**src/rtl/ling_add_arbiter.sv**
```systemverilog
// ling_add_arbiter: N_REQ requesters share one registered 32-bit Ling adder.
// Round-robin grant, valid/ready on both sides, 1-cycle latency, 1 op/cycle.
// Ports: clk_i, rst_i (sync, active-high); req_valid_i/req_a_i/req_b_i/
//   req_cin_i in, req_ready_o out; rsp_valid_o/rsp_sum_o/rsp_cout_o/
//   rsp_id_o out, rsp_ready_i in.
// Macro LING_ARB_CHAIN_EN: adds req_chain_i and an ARB/LOCK FSM so one
//   requester can issue a multi-word add with carry passed between beats.
module ling_add_arbiter #(
    parameter int N_REQ = 4,
    parameter int ID_W  = $clog2(N_REQ)
) (
    input  logic                  clk_i,
    input  logic                  rst_i,
    input  logic [N_REQ-1:0]      req_valid_i,
    input  logic [32*N_REQ-1:0]   req_a_i,
    input  logic [32*N_REQ-1:0]   req_b_i,
    input  logic [N_REQ-1:0]      req_cin_i,
`ifdef LING_ARB_CHAIN_EN
    input  logic [N_REQ-1:0]      req_chain_i,
`endif
    output logic [N_REQ-1:0]      req_ready_o,
    output logic                  rsp_valid_o,
    input  logic                  rsp_ready_i,
    output logic [31:0]           rsp_sum_o,
    output logic                  rsp_cout_o,
    output logic [ID_W-1:0]       rsp_id_o
);

    // Ling adder: H_i = g_i | t_{i-1} H_{i-1}, carry c_{i+1} = t_i & H_i.
    // H is computed with a Kogge-Stone prefix over (g_i, t_{i-1}) pairs;
    // cin enters as part of H_0 since g_0 implies t_0.
    function automatic logic [32:0] ling_add(
        input logic [31:0] a,
        input logic [31:0] b,
        input logic        cin
    );
        logic [31:0] t;
        logic [31:0] p;
        logic [31:0] hg;
        logic [31:0] hp;
        logic [31:0] c;
        t  = a | b;
        p  = a ^ b;
        hg = a & b;
        hg[0] = hg[0] | cin;
        hp = {t[30:0], 1'b0};
        for (int d = 1; d < 32; d = d * 2) begin
            // descending so hg[i-d] is still the previous level's value
            for (int i = 31; i >= d; i--) begin
                hg[i] = hg[i] | (hp[i] & hg[i-d]);
                hp[i] = hp[i] & hp[i-d];
            end
        end
        c = {t[30:0] & hg[30:0], cin};
        return {t[31] & hg[31], p ^ c};
    endfunction

    logic [ID_W-1:0]  ptr_q, ptr_d;
    logic             rsp_valid_q, rsp_valid_d;
    logic [31:0]      rsp_sum_q, rsp_sum_d;
    logic             rsp_cout_q, rsp_cout_d;
    logic [ID_W-1:0]  rsp_id_q, rsp_id_d;

`ifdef LING_ARB_CHAIN_EN
    typedef enum logic {ARB, LOCK} state_e;
    state_e           state_q, state_d;
    logic [ID_W-1:0]  lock_id_q, lock_id_d;
    logic             chain_c_q, chain_c_d;
`endif

    logic             found;
    logic [ID_W-1:0]  gnt_id;
    logic             slot_free;
    logic             accept;
    logic [31:0]      a_sel;
    logic [31:0]      b_sel;
    logic             cin_sel;
    logic [32:0]      res;

    always_comb begin
        found  = 1'b0;
        gnt_id = '0;
        for (int i = 0; i < N_REQ; i++) begin
            logic [ID_W-1:0] idx;
            idx = ID_W'((int'(ptr_q) + i) % N_REQ);
            if (!found && req_valid_i[idx]) begin
                found  = 1'b1;
                gnt_id = idx;
            end
        end
`ifdef LING_ARB_CHAIN_EN
        // a locked requester owns the adder even while it is idle
        if (state_q == LOCK) begin
            found  = req_valid_i[lock_id_q];
            gnt_id = lock_id_q;
        end
`endif
    end

    assign slot_free   = !rsp_valid_q || rsp_ready_i;
    assign req_ready_o = (found && slot_free && !rst_i) ?
                         (N_REQ'(1) << gnt_id) : '0;
    assign accept      = |req_ready_o;

    always_comb begin
        a_sel   = '0;
        b_sel   = '0;
        for (int k = 0; k < N_REQ; k++) begin
            if (gnt_id == ID_W'(k)) begin
                a_sel = req_a_i[32*k +: 32];
                b_sel = req_b_i[32*k +: 32];
            end
        end
        cin_sel = req_cin_i[gnt_id];
`ifdef LING_ARB_CHAIN_EN
        if (state_q == LOCK) cin_sel = chain_c_q;
`endif
        res = ling_add(a_sel, b_sel, cin_sel);
    end

    always_comb begin
        ptr_d       = ptr_q;
        rsp_valid_d = rsp_valid_q;
        rsp_sum_d   = rsp_sum_q;
        rsp_cout_d  = rsp_cout_q;
        rsp_id_d    = rsp_id_q;
        if (slot_free) rsp_valid_d = accept;
        if (accept) begin
            rsp_sum_d  = res[31:0];
            rsp_cout_d = res[32];
            rsp_id_d   = gnt_id;
            ptr_d      = ID_W'((int'(gnt_id) + 1) % N_REQ);
        end
`ifdef LING_ARB_CHAIN_EN
        state_d   = state_q;
        lock_id_d = lock_id_q;
        chain_c_d = chain_c_q;
        if (accept) begin
            chain_c_d = res[32];
            unique case (state_q)
                ARB: begin
                    if (req_chain_i[gnt_id]) begin
                        state_d   = LOCK;
                        lock_id_d = gnt_id;
                    end
                end
                LOCK: begin
                    if (!req_chain_i[gnt_id]) state_d = ARB;
                end
                default: state_d = ARB;
            endcase
        end
`endif
    end

    always_ff @(posedge clk_i) begin
        if (rst_i) begin
            ptr_q       <= '0;
            rsp_valid_q <= 1'b0;
            rsp_sum_q   <= '0;
            rsp_cout_q  <= 1'b0;
            rsp_id_q    <= '0;
`ifdef LING_ARB_CHAIN_EN
            state_q     <= ARB;
            lock_id_q   <= '0;
            chain_c_q   <= 1'b0;
`endif
        end else begin
            ptr_q       <= ptr_d;
            rsp_valid_q <= rsp_valid_d;
            rsp_sum_q   <= rsp_sum_d;
            rsp_cout_q  <= rsp_cout_d;
            rsp_id_q    <= rsp_id_d;
`ifdef LING_ARB_CHAIN_EN
            state_q     <= state_d;
            lock_id_q   <= lock_id_d;
            chain_c_q   <= chain_c_d;
`endif
        end
    end

    assign rsp_valid_o = rsp_valid_q;
    assign rsp_sum_o   = rsp_sum_q;
    assign rsp_cout_o  = rsp_cout_q;
    assign rsp_id_o    = rsp_id_q;

endmodule

```
**config.mk**
```make
export PLATFORM = sky130hd
export DESIGN_NAME = ling_add_arbiter
export DESIGN_NICKNAME = d
export VERILOG_FILES = /design/src/rtl/ling_add_arbiter.sv
export SDC_FILE = /design/constraint.sdc
export NUM_CORES = 1
export LEC_CHECK = 0
export CELL_PAD_IN_SITES_DETAIL_PLACEMENT = 1
export CELL_PAD_IN_SITES_GLOBAL_PLACEMENT = 1
export CORE_ASPECT_RATIO = 1.5
export CORE_MARGIN = 10
export CORE_UTILIZATION = 28
export CTS_BUF_LIST = sky130_fd_sc_hd__clkbuf_4
export DETAILED_ROUTE_END_ITERATION = 6
export GPL_ROUTABILITY_DRIVEN = 1
export MAX_ROUTING_LAYER = met4
export PLACE_DENSITY = 0.82
export SLEW_MARGIN = 20
export SYNTH_ARGS = -nofsm -noshare
export SYNTH_HDL_FRONTEND = slang
export SYNTH_SLANG_ARGS = --single-unit
```
**constraint.sdc**
```tcl
create_clock -name clk_i -period 7.4 [get_ports clk_i]
set_clock_uncertainty 0.15 [all_clocks]
set_input_delay 1.48 -clock clk_i [delete_from_list [all_inputs] [get_ports clk_i]]
set_output_delay 1.48 -clock clk_i [all_outputs]
set_load 0.05 [all_outputs]
```
==> out/summary.log <==
INFO  power          power.static_leakage=4.354nW
INFO  logic_synthesis number_of_flip_flops_and_latches_in_the_synthesized_netlist=38
INFO  sta            final-max-slew-violation-count=0
INFO  clock_tree     cts_tree=yes
INFO  logic_synthesis yosys.cell_types.count=63
INFO  layout         finish.net_count=1651
INFO  clock_tree     clockRootBuffer=sky130_fd_sc_hd__clkbuf_4
INFO  power          worst_ir_drop_vdd=0.00008315V
INFO  place          port_buffers=306
INFO  logic_synthesis synth_area_per_cell=6.168um^2
INFO  clock_tree     postCtsHoldBufs=0
INFO  drt            detail_route.wl_per_cell=19.86um
INFO  drt            drcViolationCount=0
INFO  power          totalPowerFinal=2.427mW
INFO  logic_synthesis synth-seq-area-share=12.09%
INFO  global_route   globalRouteOverflowTotal=0
INFO  min_path       hold_path_class=reg2reg
INFO  die            initial_util=28.32%
INFO  clock_tree     insertion_delay_of_the_later_clocked_pin_in_the_worst_skew_pair=0.35ns
INFO  sta            period_minus_slack=6.807ns
INFO  drt            ant_nets=0
INFO  sta            fmax=0.1469GHz
INFO  layout         drive_above_1_share=3.641%
INFO  worst_setup_path reg2reg_depth=23
INFO  drt            route.detailed.vias_per_inst=5.008
INFO  drt            routed_wl_met3=1589um
INFO  die            num_rows=67
INFO  layout         areaGrowthSynthToFinish=55.05%
INFO  die            die_height=203.6um
INFO  drt            route.met2.wl=16680um
INFO  place          total_half_perimeter_wirelength_after_legalization_and_detailed_placement=27310um
INFO  clock_tree     h_tree_level_count=2
INFO  clock_tree     numCtsBuffers=5
INFO  place          global_placement_routability_congestion=0.9210
INFO  clock_tree     cts.clk_slew.worst_paths=0.12ns
INFO  global_route   grt_util_all_layers=20.91%
INFO  global_route   grt_max_degree=73
INFO  global_route   via_count_of_the_first_global_routing_pass=8447
INFO  clock_tree     cts.repair_timing.setup_buffer_count=0
INFO  logic_synthesis post_synth_inst_count=1020
INFO  sta            tightest_slew=0.8335ns
INFO  outcome        status=finished, final reports clean
INFO  drt            met1Wirelength=12610um
INFO  min_path       hold-path-endpoint=rsp_sum_o[9]
INFO  worst_setup_path crit_required=7.50ns
INFO  worst_setup_path r2r_end=rsp_sum_o[25]
INFO  logic_synthesis ys.warnings.count=0
INFO  logic_synthesis synth.net_count=1381
INFO  global_route   number_of_antenna_violations_at_the_first_check_in_global_routing=2
INFO  die            floorplan.die_area=0.02899mm^2
INFO  drt            routed_wl=31150um
INFO  worst_setup_path startpoint_type=input port
INFO  sta            hold_viol_final=0
INFO  drt            vias=7857
INFO  clock_tree     postCtsResizedCells=0
INFO  drt            drtIter0Drc=271
INFO  worst_setup_path critPathKind=in2reg
INFO  die            io_pins=307
INFO  power          total_power_per_unit_cell_area=248.8mW/mm^2
INFO  min_path       worst_hold_path.num_cells=2
INFO  logic_synthesis synth-edff-count=0
INFO  min_path       min_from=rsp_sum_o[9]
INFO  drt            routed.top_layer=met4
INFO  sta            relSlewSlack=44.43%
INFO  worst_setup_path timing.rr.start=ptr_q[1]
INFO  global_route   global_route_wire_length_before_repair=46910um
INFO  clock_tree     cts_num_sinks=38
INFO  clock_tree     cts_buffer_depth=2
INFO  sta            hold_ws=0.3132ns
INFO  die            core_area=0.02222mm^2
INFO  logic_synthesis dominantRegCellSynth=sky130_fd_sc_hd__dfxtp_1
INFO  worst_setup_path reg2reg_slack=1.89ns
INFO  sta            unrepaired_setup_endpoints_after_global_routing=false
INFO  worst_setup_path endpoint_kind=register
INFO  flow_run       max_cap_violations=0
INFO  die            fp.dieW=142.4um
INFO  sta            totalNegativeSetupSlack=0ns
INFO  logic_synthesis async_flop_share=0%
INFO  sta            setup_viol_count_final=0
INFO  logic_synthesis netlist_area=0.006291mm^2
INFO  worst_setup_path worst_path_arrival=6.91ns
INFO  worst_setup_path cp_max_fanout=28
INFO  drt            drt_first_pass_iters=4
INFO  sta            min_period_over_period=91.98%
[cell families after synthesis]
kind of cell,share of synthesized area (%)
adder cells (fa/ha/maj),18.93
AO/OA/AOI/OAI,29.20
buffers and inverters,8.174
XOR/XNOR,2.367
AND/OR/NAND/NOR,28.92
flip-flops,12.09
multiplexers,0.3182
[where the power goes]
part	total (mW)	switching, mW	internal [mW]
Clock	0.110	0.0750	0.0354
Sequential	0.295	0.0354	0.259
Combinational	2.02	1.24	0.779
Total	2.43	1.35	1.07
[layout by cell type (no fill, tap or decap), types with 5 or more instances in the layout]
cell / count
sky130_fd_sc_hd__o31ai_1: 9
sky130_fd_sc_hd__a211o_1: 5
sky130_fd_sc_hd__nor4_1: 8
sky130_fd_sc_hd__buf_4: 16
sky130_fd_sc_hd__and2_1: 5
sky130_fd_sc_hd__xnor2_1: 12
sky130_fd_sc_hd__or3_1: 6
sky130_fd_sc_hd__ha_1: 88
sky130_fd_sc_hd__nor3_1: 18
sky130_fd_sc_hd__a211oi_1: 15
sky130_fd_sc_hd__nand3_1: 6
sky130_fd_sc_hd__xor2_1: 5
sky130_fd_sc_hd__nor2_1: 254
sky130_fd_sc_hd__a21o_1: 10
sky130_fd_sc_hd__a21oi_1: 207
sky130_fd_sc_hd__nor2b_1: 7
sky130_fd_sc_hd__nand2_1: 93
sky130_fd_sc_hd__inv_1: 75
sky130_fd_sc_hd__clkdlybuf4s50_1: 306
sky130_fd_sc_hd__dfxtp_1: 38
sky130_fd_sc_hd__a311oi_1: 7
sky130_fd_sc_hd__clkbuf_4: 5
sky130_fd_sc_hd__o31a_1: 5
sky130_fd_sc_hd__o21ai_0: 13
[worst max path at each step]
stage	start	to	cells after the start
floorplan	req_valid_i[2]	rsp_sum_o[31]	22
global placement	req_valid_i[2]	rsp_sum_o[24]	22
detailed placement	req_valid_i[2]	rsp_sum_o[30]	19
CTS	req_valid_i[2]	rsp_sum_o[30]	19
global route	req_valid_i[2]	rsp_sum_o[25]	25
finish	req_valid_i[2]	rsp_sum_o[25]	25
[synthesized netlist by cell type (3+ instances only)]
master	number	area share, %
sky130_fd_sc_hd__a21o_1	10	1.2
sky130_fd_sc_hd__nor3_1	18	1.4
sky130_fd_sc_hd__and3_1	4	0.40
sky130_fd_sc_hd__a21oi_1	207	16
sky130_fd_sc_hd__and2_1	5	0.50
sky130_fd_sc_hd__xnor2_1	12	1.7
sky130_fd_sc_hd__a211oi_1	15	1.8
sky130_fd_sc_hd__or3_1	6	0.60
sky130_fd_sc_hd__clkbuf_1	60	3.6
sky130_fd_sc_hd__ha_1	92	18
sky130_fd_sc_hd__o31a_1	5	0.70
sky130_fd_sc_hd__inv_1	75	4.5
sky130_fd_sc_hd__nand2b_1	4	0.40
sky130_fd_sc_hd__o21a_1	4	0.48
sky130_fd_sc_hd__a31oi_1	4	0.40
sky130_fd_sc_hd__nand2_1	93	5.5
sky130_fd_sc_hd__a22oi_1	3	0.36
sky130_fd_sc_hd__nor2b_1	7	0.70
sky130_fd_sc_hd__o21ai_0	13	1.0
sky130_fd_sc_hd__dfxtp_1	38	12
sky130_fd_sc_hd__o31ai_1	9	1.1
sky130_fd_sc_hd__o21ba_2	3	0.48
sky130_fd_sc_hd__nor2_1	254	15
sky130_fd_sc_hd__a311oi_1	7	0.97
sky130_fd_sc_hd__nor4_1	8	0.80
sky130_fd_sc_hd__xor2_1	5	0.70
sky130_fd_sc_hd__a211o_1	5	0.70
sky130_fd_sc_hd__nand3_1	6	0.48
[sequential cells by signal, summed over array words and instances (netlist names)]
signal / flops
rsp_sum_o: 32
ptr_q: 2
rsp_id_o: 2
rsp_cout_o: 1
rsp_valid_o: 1
[final cells by class]
cell class | instances | area (um^2)
clock inverter | 3 | 16.27
timing repair buffer | 325 | 3243
inverter | 75 | 281.5
sequential | 38 | 760.7
clock buffer | 5 | 37.54
multi-input combinational | 845 | 5065
antenna | 2 | 5.005
tap | 276 | 345.3
fill | 2866 | 12460
[per-stage QoR]
step                worst slack (ns)  util (%)  cells  area [um^2]
finish                        0.5933     43.91   1569         9754
global route                 0.08902     43.91   1569         9754
CTS                           0.6588     43.89   1567         9749
detailed placement            0.2763     43.64   1559         9696
global placement              0.4811     43.64   1559         9696
floorplan                      1.603         -   1020         6291
[critical path: stages]
cell and delay [ns]:
sky130_fd_sc_hd__clkdlybuf4s50_1 0.57, sky130_fd_sc_hd__nor2b_1 0.23, sky130_fd_sc_hd__a221oi_1 0.12, sky130_fd_sc_hd__nor2_1 0.51, sky130_fd_sc_hd__inv_1 0.20, sky130_fd_sc_hd__ha_2 0.24
sky130_fd_sc_hd__buf_4 0.23, sky130_fd_sc_hd__nand2_1 0.10, sky130_fd_sc_hd__nor2_1 0.04, sky130_fd_sc_hd__a21oi_1 0.13, sky130_fd_sc_hd__nor2_1 0.05, sky130_fd_sc_hd__a21oi_1 0.16
sky130_fd_sc_hd__nor2_1 0.07, sky130_fd_sc_hd__a21oi_1 0.33, sky130_fd_sc_hd__inv_1 0.12, sky130_fd_sc_hd__ha_1 0.21, sky130_fd_sc_hd__nor2_1 0.16, sky130_fd_sc_hd__o31ai_1 0.10
sky130_fd_sc_hd__a2111oi_0 0.57, sky130_fd_sc_hd__nor2_1 0.16, sky130_fd_sc_hd__nor2b_1 0.24, sky130_fd_sc_hd__a2bb2oi_1 0.26, sky130_fd_sc_hd__a311o_1 0.26, sky130_fd_sc_hd__nor3b_1 0.22
sky130_fd_sc_hd__o21ai_0 0.12
[metal layers]
layer	global-route usage [%]	vias up
li1	-	3995
met1	23.39	3654
met2	38.43	195
met3	3.212	13
met4	3.551	0
met5	-	-
(Power assumes the default switching activity.)
